===== src/rtl/lsu.sv =====
`timescale 1ns/1ps
`default_nettype none
// ============================================================================
// Module   : lsu
// Purpose  : Per-thread load/store unit. Takes one decoded memory op, forms
//            the word address, holds a valid/address request until the data
//            memory arbiter grants it, waits out the fixed BRAM read latency
//            for loads, then reports completion to the warp pipeline.
// Revision : 1.0 - initial release
// ============================================================================
module lsu #(
   parameter int ADDR_WIDTH      = 12,
   parameter int DATA_WIDTH      = 32,
   parameter int MEM_DEPTH_WORDS = 4096,
   parameter int READ_LATENCY    = 2
) (
   input  logic                  clk,
   input  logic                  reset_n,
   input  logic                  start,
   input  logic                  is_load,
   input  logic                  is_store,
   input  logic [31:0]           base_addr,
   input  logic [31:0]           offset,
   input  logic [DATA_WIDTH-1:0] store_data,
   input  logic                  ack,
   output logic                  busy,
   output logic                  done,
   output logic                  error,
   output logic [DATA_WIDTH-1:0] load_data,
   output logic                  mem_read_valid,
   output logic [ADDR_WIDTH-1:0] mem_read_address,
   input  logic                  mem_read_ready,
   input  logic [DATA_WIDTH-1:0] mem_read_data,
   output logic                  mem_write_valid,
   output logic [ADDR_WIDTH-1:0] mem_write_address,
   output logic [DATA_WIDTH-1:0] mem_write_data,
   input  logic                  mem_write_ready
);

   // Counter only has to hold READ_LATENCY-1; keep at least one bit.
   localparam int CNT_W = (READ_LATENCY > 1) ? $clog2(READ_LATENCY) : 1;
   localparam logic [CNT_W-1:0] C_CNT_INIT  = CNT_W'(READ_LATENCY - 1);
   localparam logic [31:0]      C_MEM_LIMIT = 32'(MEM_DEPTH_WORDS);

   localparam logic [1:0] S_IDLE       = 2'd0;
   localparam logic [1:0] S_REQUESTING = 2'd1;
   localparam logic [1:0] S_WAITING    = 2'd2;
   localparam logic [1:0] S_DONE       = 2'd3;

   logic [1:0]            state_q,   state_d;
   logic                  is_read_q, is_read_d;
   logic [ADDR_WIDTH-1:0] addr_q,    addr_d;
   logic [DATA_WIDTH-1:0] wdata_q,   wdata_d;
   logic [DATA_WIDTH-1:0] ldata_q,   ldata_d;
   logic                  err_q,     err_d;
   logic [CNT_W-1:0]      cnt_q,     cnt_d;

   logic [31:0] addr_sum;
   logic        out_of_range;

   // Effective address: 32-bit wrapping sum, range-checked before truncation.
   always_comb begin
      addr_sum     = base_addr + offset;
      out_of_range = (addr_sum >= C_MEM_LIMIT);
   end

   // Next-state logic for the single-outstanding-request sequencer.
   always_comb begin
      state_d   = state_q;
      is_read_d = is_read_q;
      addr_d    = addr_q;
      wdata_d   = wdata_q;
      ldata_d   = ldata_q;
      err_d     = err_q;
      cnt_d     = cnt_q;
      case (state_q)
         S_IDLE: begin
            if (start) begin
               if ((is_load && is_store) || out_of_range) begin
                  err_d   = 1'b1;
                  state_d = S_DONE;
               end else if (!is_load && !is_store) begin
                  err_d   = 1'b0;
                  state_d = S_DONE;
               end else begin
                  addr_d    = addr_sum[ADDR_WIDTH-1:0];
                  is_read_d = is_load;
                  if (is_store) begin
                     wdata_d = store_data;
                  end
                  state_d = S_REQUESTING;
               end
            end
         end
         S_REQUESTING: begin
            // Only the grant matching the pending direction is honoured.
            if (is_read_q && mem_read_ready) begin
               cnt_d   = C_CNT_INIT;
               state_d = S_WAITING;
            end else if (!is_read_q && mem_write_ready) begin
               err_d   = 1'b0;
               state_d = S_DONE;
            end
         end
         S_WAITING: begin
            // Counter hits zero in the cycle the BRAM output is valid.
            if (cnt_q == '0) begin
               ldata_d = mem_read_data;
               state_d = S_DONE;
            end else begin
               cnt_d = cnt_q - CNT_W'(1);
            end
         end
         S_DONE: begin
            if (ack) begin
               err_d   = 1'b0;
               state_d = S_IDLE;
            end
         end
         default: state_d = S_IDLE;
      endcase
   end

   // State and operand registers; reset aborts any in-flight transaction.
   always_ff @(posedge clk or negedge reset_n) begin
      if (!reset_n) begin
         state_q   <= S_IDLE;
         is_read_q <= 1'b0;
         addr_q    <= '0;
         wdata_q   <= '0;
         ldata_q   <= '0;
         err_q     <= 1'b0;
         cnt_q     <= '0;
      end else begin
         state_q   <= state_d;
         is_read_q <= is_read_d;
         addr_q    <= addr_d;
         wdata_q   <= wdata_d;
         ldata_q   <= ldata_d;
         err_q     <= err_d;
         cnt_q     <= cnt_d;
      end
   end

   // Outputs decode directly from registered state, so they are glitch-free
   // and drop to zero the moment reset asserts.
   always_comb begin
      busy              = (state_q == S_REQUESTING) || (state_q == S_WAITING);
      done              = (state_q == S_DONE);
      error             = err_q;
      load_data         = ldata_q;
      mem_read_valid    = (state_q == S_REQUESTING) && is_read_q;
      mem_write_valid   = (state_q == S_REQUESTING) && !is_read_q;
      mem_read_address  = addr_q;
      mem_write_address = addr_q;
      mem_write_data    = wdata_q;
   end

endmodule
`default_nettype wire


===== config.mk =====
export PLATFORM = sky130hd
export DESIGN_NAME = lsu
export DESIGN_NICKNAME = d
export VERILOG_FILES = /design/src/rtl/lsu.sv
export SDC_FILE = /design/constraint.sdc
export NUM_CORES = 1
export LEC_CHECK = 0
export BUFFER_PORTS_ARGS = -buffer_cell sky130_fd_sc_hd__clkbuf_2
export CAP_MARGIN = 5
export CORE_UTILIZATION = 35
export CTS_CLUSTER_SIZE = 40
export DETAILED_ROUTE_END_ITERATION = 8
export PLACE_DENSITY = 0.7
export SLEW_MARGIN = 0
export SYNTH_ARGS = -nofsm -noshare
export SYNTH_HDL_FRONTEND = slang
export SYNTH_SLANG_ARGS = --single-unit

===== constraint.sdc =====
create_clock -name clk -period 2.9 [get_ports clk]
set_clock_uncertainty 0.15 [all_clocks]
set_input_delay 0.435 -clock clk [delete_from_list [all_inputs] [get_ports clk]]
set_output_delay 0.435 -clock clk [all_outputs]
set_load 0.02 [all_outputs]

; Word level (Yosys, flattened, before mapping)
; Index checks and enable logic that the tools add are counted.
[word_totals]
elab_cells = 62
ff_bits = 81
output_inout_bits = 93
in_bits = 136
[classes]
magnitude_cmp = 1
bitwise = 3
add_sub_neg = 2
n_eq_ne = 11
n_reduce_logical = 20
mux = 18
[op_table]
columns = cell, n
row1 = $add A32 B32 Y32, 1
row2 = $ge A32 B13 Y1 const B, 1
row3 = $mux W2, 7
row4 = $ne A2 B2 Y1 const B, 6
row5 = $mux W1, 8
row6 = $pmux W2 S4, 1
row7 = $reduce_and A4 Y1, 2
row8 = $logic_and A1 B1 Y1, 6
row9 = $ne A3 B3 Y1 const B, 2
row10 = $reduce_and A6 Y1, 1
row11 = $reduce_and A5 Y1, 1
row12 = $eq A2 B2 Y1 const B, 2
row13 = $reduce_and A2 Y1, 2
row14 = $logic_not A1 Y1, 3
row15 = $not A1 Y1, 3
row16 = $pmux W1 S3, 1
row17 = $reduce_bool A3 Y1, 1
row18 = $eq A2 B1 Y1 const B, 1
row19 = $logic_not A2 Y1, 1
row20 = $logic_or A1 B1 Y1, 2
row21 = $pmux W1 S2, 1
row22 = $reduce_bool A2 Y1, 1
row23 = $sub A1 B1 Y1 const B, 1

; Longest topological paths before layout
; Gate-level depths: netlist (run 1).
[logic_depth]
depth_word = 6
mapped_depth = 13
depth_no_buf = 12

; Worst setup path before layout (run 1)
; OpenSTA, ideal clock, no wires.
[synth_timing]
kind = input-to-reg
from = in offset[0]
to = reg wdata_q[5] (netlist: mem_write_data[5])
n_path_buf = 1
cell_stages = 13
path_slack_ps = -836
t_arrival_ps = 3461
setup_ps = 125
t_required_ps = 2625
cell_sequence = ha_1 > fa_1 > a211oi_1 > o21ai_1 > a21oi_1 > a21o_1 > a21oi_1 > a311o_1 > a2111oi_2 > nand3_2 > nor3_4 > buf_6 > mux2_2
[synth_via]
elab_chain_len = 5
[synth_lines]
columns = item, line_no
row1 = start: declaration, 23  ; input logic [31:0] offset,
row2 = $add A32 B32 Y32, 63  ; addr_sum = base_addr + offset;
row3 = $ge A32 B13 Y1, 64  ; out_of_range = (addr_sum >= C_MEM_LIMIT);
row4 = $logic_or A1 B1 Y1, 79  ; if ((is_load && is_store) || out_of_range) begin
row5 = $not A1 Y1 (no line), --
row6 = $reduce_and A5 Y1 (no line), --
row7 = end signal: assignment, 138  ; wdata_q <= wdata_d;
row8 = end: declaration, 53  ; logic [DATA_WIDTH-1:0] wdata_q, wdata_d;
; Every way passes these cells.
; A chain may end at the register's enable or synchronous reset.

; Final worst setup path (run 1)
[layout_timing]
from = in base_addr[4]
to = reg addr_q[10] (netlist: mem_read_address[10])
[layout_via]
elab_chain_len = 5
[layout_lines]
columns = item, line_no
row1 = start: declaration, 22  ; input logic [31:0] base_addr,
row2 = $add A32 B32 Y32 *, 63
row3 = $ge A32 B13 Y1, 64
row4 = $logic_or A1 B1 Y1, 79
row5 = $not A1 Y1 (no line), --
row6 = $reduce_and A4 Y1 (no line), --
row7 = end signal: assignment, 137  ; addr_q <= addr_d;
row8 = end: declaration, 52  ; logic [ADDR_WIDTH-1:0] addr_q, addr_d;
; Every way passes the cells marked *; elsewhere a longest branch is shown, timed or not.

==> metrics.txt, run 1 <==
Antenna Cells 0; Final #Nets 1,029; Most used DFF post-synth dfrtp_1; critical path startpoint category input pin; Worst VDD drop 0.326 mV; drt total wl 16.8 mm; biggest area consumer among synthesized cells dfrtp_1; R2R cell count 6; cells after synthesis 527; clock root buffer clkbuf_16; DIE AREA 15,800 um^2; chip width 126 um; GR Overflow Total 0; fin. max-slew vios 0; I/O pin count 229; hold depth 2; Routed Antenna Nets 0; CP bufs+invs 3; synthesized area per cell 10.1 um^2; Final WS setup -609 ps; Vias 5,343; CTS tree built; MaxCap Viol Count 0; Power, Total 4920 uW; Synth warnings 0; post-synthesis cell type count 63; Clock Tree Buf Depth 2; critical path's slowest cell or4b_4; fin area 8420 um^2; post-layout min period 3510 ps; Slew headroom 55.3%; largest net degree at the start of global routing 82; crit-path leading delay family simple AND/OR/NAND/NOR gates; FP Rows 44; H-Tree Depth 3; max incr delay on CP 560 ps; crit path max fanout 7; Worst EP required 2960 ps; Synth top area share 37.9%; Int Pwr 3160 uW; Die Ht 126 um; RSZ-0062 raised after global routing true; drt pass-1 iters 7; Final period util 121%; failing checks DRC, setup timing; Seq/Total Area, Yosys 37.9%; P_leak 0.00420 uW; f_max 285 MHz; post-place instance area 7570 um^2; Worst Max-Slew Pin Slew 664 ps; Post-synth EDFFs 0; Cell Chain, Critical Path buf_6, ha_4, o211ai_1, o21a_1, or4b_4, nand4_1, a221oi_2, xnor2_2, a2111oi_4, nand3_2, buf_6, nor3_4, buf_6, mux2_4; # fillers 1,262; TritonCTS buffer count 9; final setup vio count 47; clock sinks 81; CTS clk-pin slew, worst paths 60 ps; Post-Syn Area 5340 um^2; hpwl dp 13.1 mm; vias per cell 5.11; Sequential Power Share 30.9%; Remaining DRCs 24; routability congestion estimate 0.986; Yosys reg bits 81; critical path type input pin to flop; first-pass GRT wire length 25.9 mm; CP dominant cell by count buf_6; combinational power share 44.9%; run status complete, but fails checks; wire per inst 16.0 um; input/output buffers 228; syn_nets 699; initial antenna violation count 0; Layout area overhead 57.6%; share of synthesized registers carrying an async set or reset 100%; most frequent cells after synthesis 81 x dfrtp_1, 74 x mux2_2, 44 x a21oi_1; synth top area cells dfrtp_1 38%, mux2_2 16%, ha_1 8.2%; Fin. Hold Viols 0; Global Route Usage Sum 20.7%; path type of the worst min-delay path input pin to flop; Non-Filler Instances 1,045; Worst setup EP type flop; placed cell count 1,015; Starting Density 36.3%; CP Depth 14; count leader, synth dfrtp_1; arrival time of the worst setup path 3570 ps; Core Area 14,700 um^2; pwr/cell area 584 nW/um^2; Clock power frac 24.2%; layout cells sized above 1 58.5%; Net Sw Power 1750 uW; vias in the first global route 5,193; worst skew pair latency 330 ps; switching share of power 35.7%; DRT iter0 DRCs 220
## sequential cells by signal (all words and copies together) (netlist names)
register          count
mem_write_data       32
state_q               2
load_data            32
is_read_q             1
mem_read_address     12
error                 1
cnt_q                 1
## worst paths after layout
kind                       slack (ps)           start                    to
min in group asynchronous         510         reset_n     mem_write_data[4]
setup reg to reg                  840      state_q[1]  mem_read_address[10]
setup / recovery                 -610    base_addr[4]  mem_read_address[10]
max in group asynchronous        1740         reset_n    mem_write_data[29]
hold reg to reg                   350           error                 error
hold / removal                    180  store_data[18]    mem_write_data[18]
## per-stage QoR
step | hold slack (ps) | TNS, ps | util, % | setup slack (ps)
3_3_place_gp | 319 | -42910 | 51.5 | -955
6_report | 184 | -25240 | 57.3 | -609
2_1_floorplan | -10.6 | -25610 | - | -593
4_1_cts | 162 | -24210 | 55.9 | -573
3_5_place_dp | 329 | -47090 | 51.5 | -1060
5_1_grt | 179 | -29660 | 57.3 | -712
## layer usage
layer,vias to the layer above,track usage [%],share of wire [%]
li1,2607,-,-
met1,2515,24.1,41
met2,191,38.4,52
met3,30,2.57,5.0
met4,0,7.89,2.0
met5,-,0,0
## worst register-to-register path, cell delays in order, from the launching register on
cell     delay [ps]
dfrtp_1         410
inv_1           120
ha_1            250
o21ai_0         280
nor3_4          240
buf_6           190
mux2_4          310
## final cells by class
type	instances	area (um^2)	area share (%)
Multi-Input combinational cell	398	3580	42.5
Timing Repair Buffer	351	2200	26.2
Sequential cell	81	2030	24.1
Tap cell	184	230	2.73
Clock buffer	9	225	2.68
Clock inverter	6	92.6	1.10
Inverter	16	60.1	0.713
## cell families (layout without fill, tap and decap cells)
family                   after synthesis  count (layout)  share of synthesized area [%]
AO/OA/AOI/OAI                        145             145                           17.4
AND/OR/NAND/NOR                      120             120                           11.6
multiplexers                          83              83                           17.4
flip-flops                            81              81                           37.9
buffers and inverters                 48             382                           4.80
adder cells (fa/ha/maj)               36              36                           8.57
XOR/XNOR                              14              14                           2.30
## power groups by stage
stage	sequential, uW	combinational (uW)	clock, uW
2_1_floorplan	1830	1030	0
3_3_place_gp	1530	2080	0
3_5_place_dp	1540	2110	0
4_1_cts	1520	2150	1220
5_1_grt	1550	2390	1260
6_report	1520	2210	1190
## what timing repair did
action | in CTS | in global routing
buffers inserted | 9 | 4
endpoints found under the setup margin | 47 | 47
gates resized for setup | 43 | 43
endpoints found under the hold margin | 50 | 0
hold buffers | 1 | 0
pin swaps | 22 | 22
gates cloned | 3 | 1
## placed cells by master (no fill, tap or decap), drive strengths merged, types with 11 or more instances in the layout
cell	instances
clkbuf	233
buf	126
dfrtp	81
mux2	79
a21oi	44
nand2	42
ha	35
o21ai	31
nor2	23
inv	17
nand4	11
No activity file was read; power rests on OpenSTA's default activity.
==> inputs of run 2 (changes only) <==
--- a/config.mk
+++ b/config.mk
@@ -7,10 +7,10 @@
 export LEC_CHECK = 0
 export BUFFER_PORTS_ARGS = -buffer_cell sky130_fd_sc_hd__clkbuf_2
 export CAP_MARGIN = 5
-export CORE_UTILIZATION = 35
+export CORE_UTILIZATION = 52
 export CTS_CLUSTER_SIZE = 40
 export DETAILED_ROUTE_END_ITERATION = 8
-export PLACE_DENSITY = 0.7
+export PLACE_DENSITY = 0.94
 export SLEW_MARGIN = 0
 export SYNTH_ARGS = -nofsm -noshare
 export SYNTH_HDL_FRONTEND = slang
==> run 2 against run 1 <==
Compared with the run above:
- the run ends with setup timing left
- power fell by 2.0%
- combinational power rose by 8%
- global-route usage rose by 20 points
- sequential cell count did not move
- clock power fell by 26%
- critical path depth rose by 2
- die area fell by 32%
- core utilization rose by 25 points
- worst hold slack got worse by 92 ps
- highest routed layer unchanged
==> metrics.txt, run 2 (same netlist as run 1, synthesis figures left out) <==
failing checks setup timing; Worst EP required 2980 ps; Vias 6,315; DIE AREA 10,700 um^2; fin area 8160 um^2; path type of the worst min-delay path input pin to async pin; final setup vio count 47; first-pass GRT wire length 31.6 mm; Remaining DRCs 0; Power, Total 4820 uW; P_leak 0.00414 uW; CTS clk-pin slew, worst paths 100 ps; run status complete, but fails checks; drt total wl 23.4 mm; reg2reg start state_q[1]; Final WS setup -1110 ps; critical path startpoint category input pin; layout cells sized above 1 57.9%; DRT iter0 DRCs 609; Final period util 138%; register area 2030 um^2; routability congestion estimate 1.12; post-place instance area 7480 um^2; vias in the first global route 6,111; Routed Antenna Nets 0; clock root buffer clkbuf_8; vias per cell 6.38; Die Ht 103 um; initial antenna violation count 2; GR Overflow Total 0; hpwl dp 14.3 mm; Slew headroom 31.6%; Global Route Usage Sum 40.2%; Worst Max-Slew Pin Slew 1020 ps; commonest cells after routing, fill and taps aside 224 x clkbuf_2, 109 x buf_4, 81 x dfrtp_1; pwr/cell area 590 nW/um^2; arrival time of the worst setup path 4090 ps; cts hold-fix bufs 0; Placement Setup Slack -998 ps; Fin. Hold Viols 0; drt pass-1 iters 5; CTS tree built; Worst VDD drop 0.501 mV; WHS 91.5 ps; input/output buffers 228; f_max 249 MHz; crit path from base_addr[10]; H-Tree Depth 3; Starting Density 54.2%; wire per inst 23.7 um; Core Area 9860 um^2; FP Rows 36; post-layout min period 4010 ps; largest net degree at the start of global routing 82; Layout area overhead 52.8%; multi-input logic area 3550 um^2; Clock Tree Buf Depth 2; critical path type input pin to flop; clock sinks 81; MaxCap Viol Count 0; fin. max-slew vios 0; setup TNS -44,150 ps; I/O pin count 229; worst skew pair latency 360 ps; Worst setup EP type flop; chip width 103 um; # fillers 506; commonest non-fill, non-tap cell in the layout clkbuf_2; Final #Nets 1,023; RSZ-0062 raised after global routing true; TritonCTS buffer count 9; crit path max fanout 6
[run 2: worst max-delay path, stage by stage]
cell,delay (ps)
clkbuf_2,80
ha_2,410
nand4_1,170
buf_4,200
nor3_4,220
a21oi_2,90
a21o_1,210
buf_4,140
a22oi_2,180
nand4_1,280
nor4_2,450
nand3_2,170
buf_6,170
nor3_4,320
clkbuf_16,240
mux2_4,300
[run 2: path summary, 6_finish.rpt]
check                                      end  slack [ps]  cells past startpoint
setup reg to reg                    state_q[0]         320                      8
max in group asynchronous    mem_write_data[5]        1870                      1
min in group clk             mem_write_data[1]         160                      2
setup / recovery           mem_read_address[1]       -1110                     16
hold reg to reg                  load_data[13]         360                      1
hold / removal                   load_data[31]          90                      1
[run 2: area by class of cell]
class | count | area share (%)
multi-input combinational | 398 | 43.5
antenna | 1 | 0.0307
clock buffer | 14 | 2.12
sequential | 81 | 24.8
timing repair buffer | 345 | 26.3
tap | 133 | 2.04
clock inverter | 2 | 0.429
inverter | 16 | 0.736
[run 2: power breakdown]
group          total, uW  switching [uW]  leakage, uW  internal, uW
Sequential          1550             165      0.00105          1390
Combinational       2390            1370      0.00298          1010
Clock                882             413     0.000107           469
Total               4820            1950      0.00414          2870
[run 2: layer usage]
metal / wire length, um / track usage (%) / vias to the layer above / share of wire, %
li1: - / - / 2607 / -
met1: 7640 / 39.5 / 2955 / 33
met2: 11300 / 65.5 / 539 / 48
met3: 2360 / 20.6 / 214 / 10
met4: 2080 / 27.4 / 0 / 8.9
met5: 0 / 6.73 / - / 0
[run 2: through the flow]
step / util [%] / instances
after detailed placement: 75.8 / 962
after global placement: 75.8 / 962
final: 82.7 / 990
after CTS: 80.9 / 988
after floorplan: - / 527
after global routing: 82.7 / 989
[run 2: timing repair]
item | in CTS | in global routing
setup buffers | 9 | 3
gates resized for setup | 49 | 36
endpoints found under the setup margin | 47 | 47
gates cloned | 2 | 2
pin swaps | 6 | 19
==> inputs of run 3 (changes only) <==
--- a/config.mk
+++ b/config.mk
@@ -11,6 +11,7 @@
 export CTS_CLUSTER_SIZE = 40
 export DETAILED_ROUTE_END_ITERATION = 8
 export PLACE_DENSITY = 0.94
+export REMOVE_ABC_BUFFERS = 1
 export SLEW_MARGIN = 0
 export SYNTH_ARGS = -nofsm -noshare
 export SYNTH_HDL_FRONTEND = slang
==> run 3 against run 2 <==
Compared with the run above:
- the flow still finishes with violations (setup timing)
- sequential cell count stayed put
- via count shrank 5.2%
- cell count up 0.91%
- critical path type unchanged
- critical endpoint is now mem_write_data[30]
==> metrics.txt, run 3 (same netlist as run 1, synthesis figures left out) <==
initial antenna violation count 0; final setup vio count 47; WHS 76.7 ps; post-layout min period 3720 ps; R2R Path End mem_read_address[2]; critical path type input pin to flop; layout cells sized above 1 57.0%; Final #Nets 1,033; input/output buffers 228; worst reg2reg setup slack 680 ps; Layout area overhead 53.1%; Clock power frac 17.4%; Routed Antenna Nets 0; P_leak 0.00418 uW; R2R cell count 6; vias in the first global route 5,587; arrival time of the worst setup path 3830 ps; switching share of power 41.0%; fin area 8180 um^2; cts hold-fix bufs 0; Worst EP required 3010 ps; Clock Tree Buf Depth 2; MaxCap Viol Count 0; Net Sw Power 1910 uW; Die Ht 103 um; vias per cell 5.99; worst skew pair latency 350 ps; CTS tree built; Remaining DRCs 0; DIE AREA 10,700 um^2; Worst setup EP type flop; routability congestion estimate 1.01; Global Route Usage Sum 32.6%; critical path startpoint category input pin; Worst Max-Slew Pin Slew 1020 ps; Final period util 128%; Antenna Cells 0; commonest cells after routing, fill and taps aside 219 x clkbuf_2, 115 x buf_4, 81 x dfrtp_1; Int Pwr 2750 uW; reg2reg start state_q[0]; crit path max fanout 8; pwr/cell area 570 nW/um^2; Sequential Power Share 33.2%; Fin. Hold Viols 0; f_max 269 MHz; Vias 5,988; I/O pin count 229; first-pass GRT wire length 26.3 mm; TritonCTS buffer count 9; Core Area 9860 um^2; CTS clk-pin slew, worst paths 110 ps; fin. max-slew vios 0; path type of the worst min-delay path input pin to async pin; H-Tree Depth 3; run status complete, but fails checks; wire per inst 21.2 um; chip width 103 um; post-place instance area 7320 um^2; commonest non-fill, non-tap cell in the layout clkbuf_2; clock root buffer clkbuf_8; Worst VDD drop 0.538 mV; GR Overflow Total 0; failing checks setup timing; largest net degree at the start of global routing 82; Power, Total 4660 uW; RSZ-0062 raised after global routing true; combinational power share 49.4%; drt pass-1 iters 6; clock sinks 81; FP Rows 36; Slew headroom 31.9%; Final WS setup -821 ps; DRT iter0 DRCs 347; drt total wl 21.2 mm; hpwl dp 13.9 mm; Starting Density 54.2%
[run 3: cell count changes in the layout (fill, tap and decap cells not counted), sizes merged]
cell | before | now
inv | 16 | 21
bufinv | 1 | 0
clkinv | 1 | 2
buf | 119 | 134
clkbuf | 240 | 230
diode | 1 | 0
[run 3: worst max path at each step]
| stage | start | endpoint | slack (ps) | cells after the start |
|---|---|---|---|---|
| finish | offset[6] | mem_write_data[30] | -820 | 15 |
| global route | offset[6] | mem_write_data[4] | -960 | 15 |
| CTS | base_addr[0] | mem_read_address[4] | -650 | 16 |
| detailed placement | offset[0] | mem_write_data[31] | -1180 | 15 |
| global placement | offset[0] | mem_write_data[0] | -1050 | 15 |
| floorplan | offset[0] | mem_write_data[0] | -1320 | 12 |
[run 3: final cells by class]
class	instances	area [um^2]
Clock inverter	7	60.1
Tap cell	133	166
Multi-Input combinational cell	398	3480
Inverter	16	60.1
Fill cell	548	1680
Timing Repair Buffer	355	2260
Sequential cell	81	2030
Clock buffer	9	124
[run 3: power groups by stage]
stage	sequential (uW)	clock [uW]	combinational, uW
detailed placement	1570	0	2100
CTS	1550	796	2140
floorplan	1830	0	984
global placement	1540	0	2010
finish	1550	810	2300
global route	1570	863	2450
[run 3: what timing repair did]
item	CTS	global route
pin swaps	11	33
buffers inserted	9	7
resized for setup	27	95
setup endpoints to repair	47	47
gates cloned	2	2
[run 3: stage by stage]
step           setup WS (ps)  TNS, ps  instances  util [%]
3_5_place_dp           -1180   -53080        967      74.2
5_1_grt                 -956   -41010        999      82.9
4_1_cts                 -654   -28800        993      78.4
2_1_floorplan          -1320   -53830        495         -
3_3_place_gp           -1050   -47840        967      74.2
6_report                -821   -35070        999      82.9
[run 3: worst max-delay path: stages]
cell	delay [ps]
clkbuf_2	100
ha_1	340
a21oi_2	240
o21ai_0	150
a21oi_1	270
nand4_1	270
a221oi_2	440
xnor2_2	150
a2111oi_4	300
nand3_2	140
buf_6	140
nor3_4	190
buf_12	160
clkbuf_16	170
mux2_4	330
[run 3: per-layer routing]
metal  part of all wire (%)  track usage, %
met1                     35            38.1
met2                     50            57.8
met3                    7.9            6.99
met4                    7.1            14.1
met5                      0               0
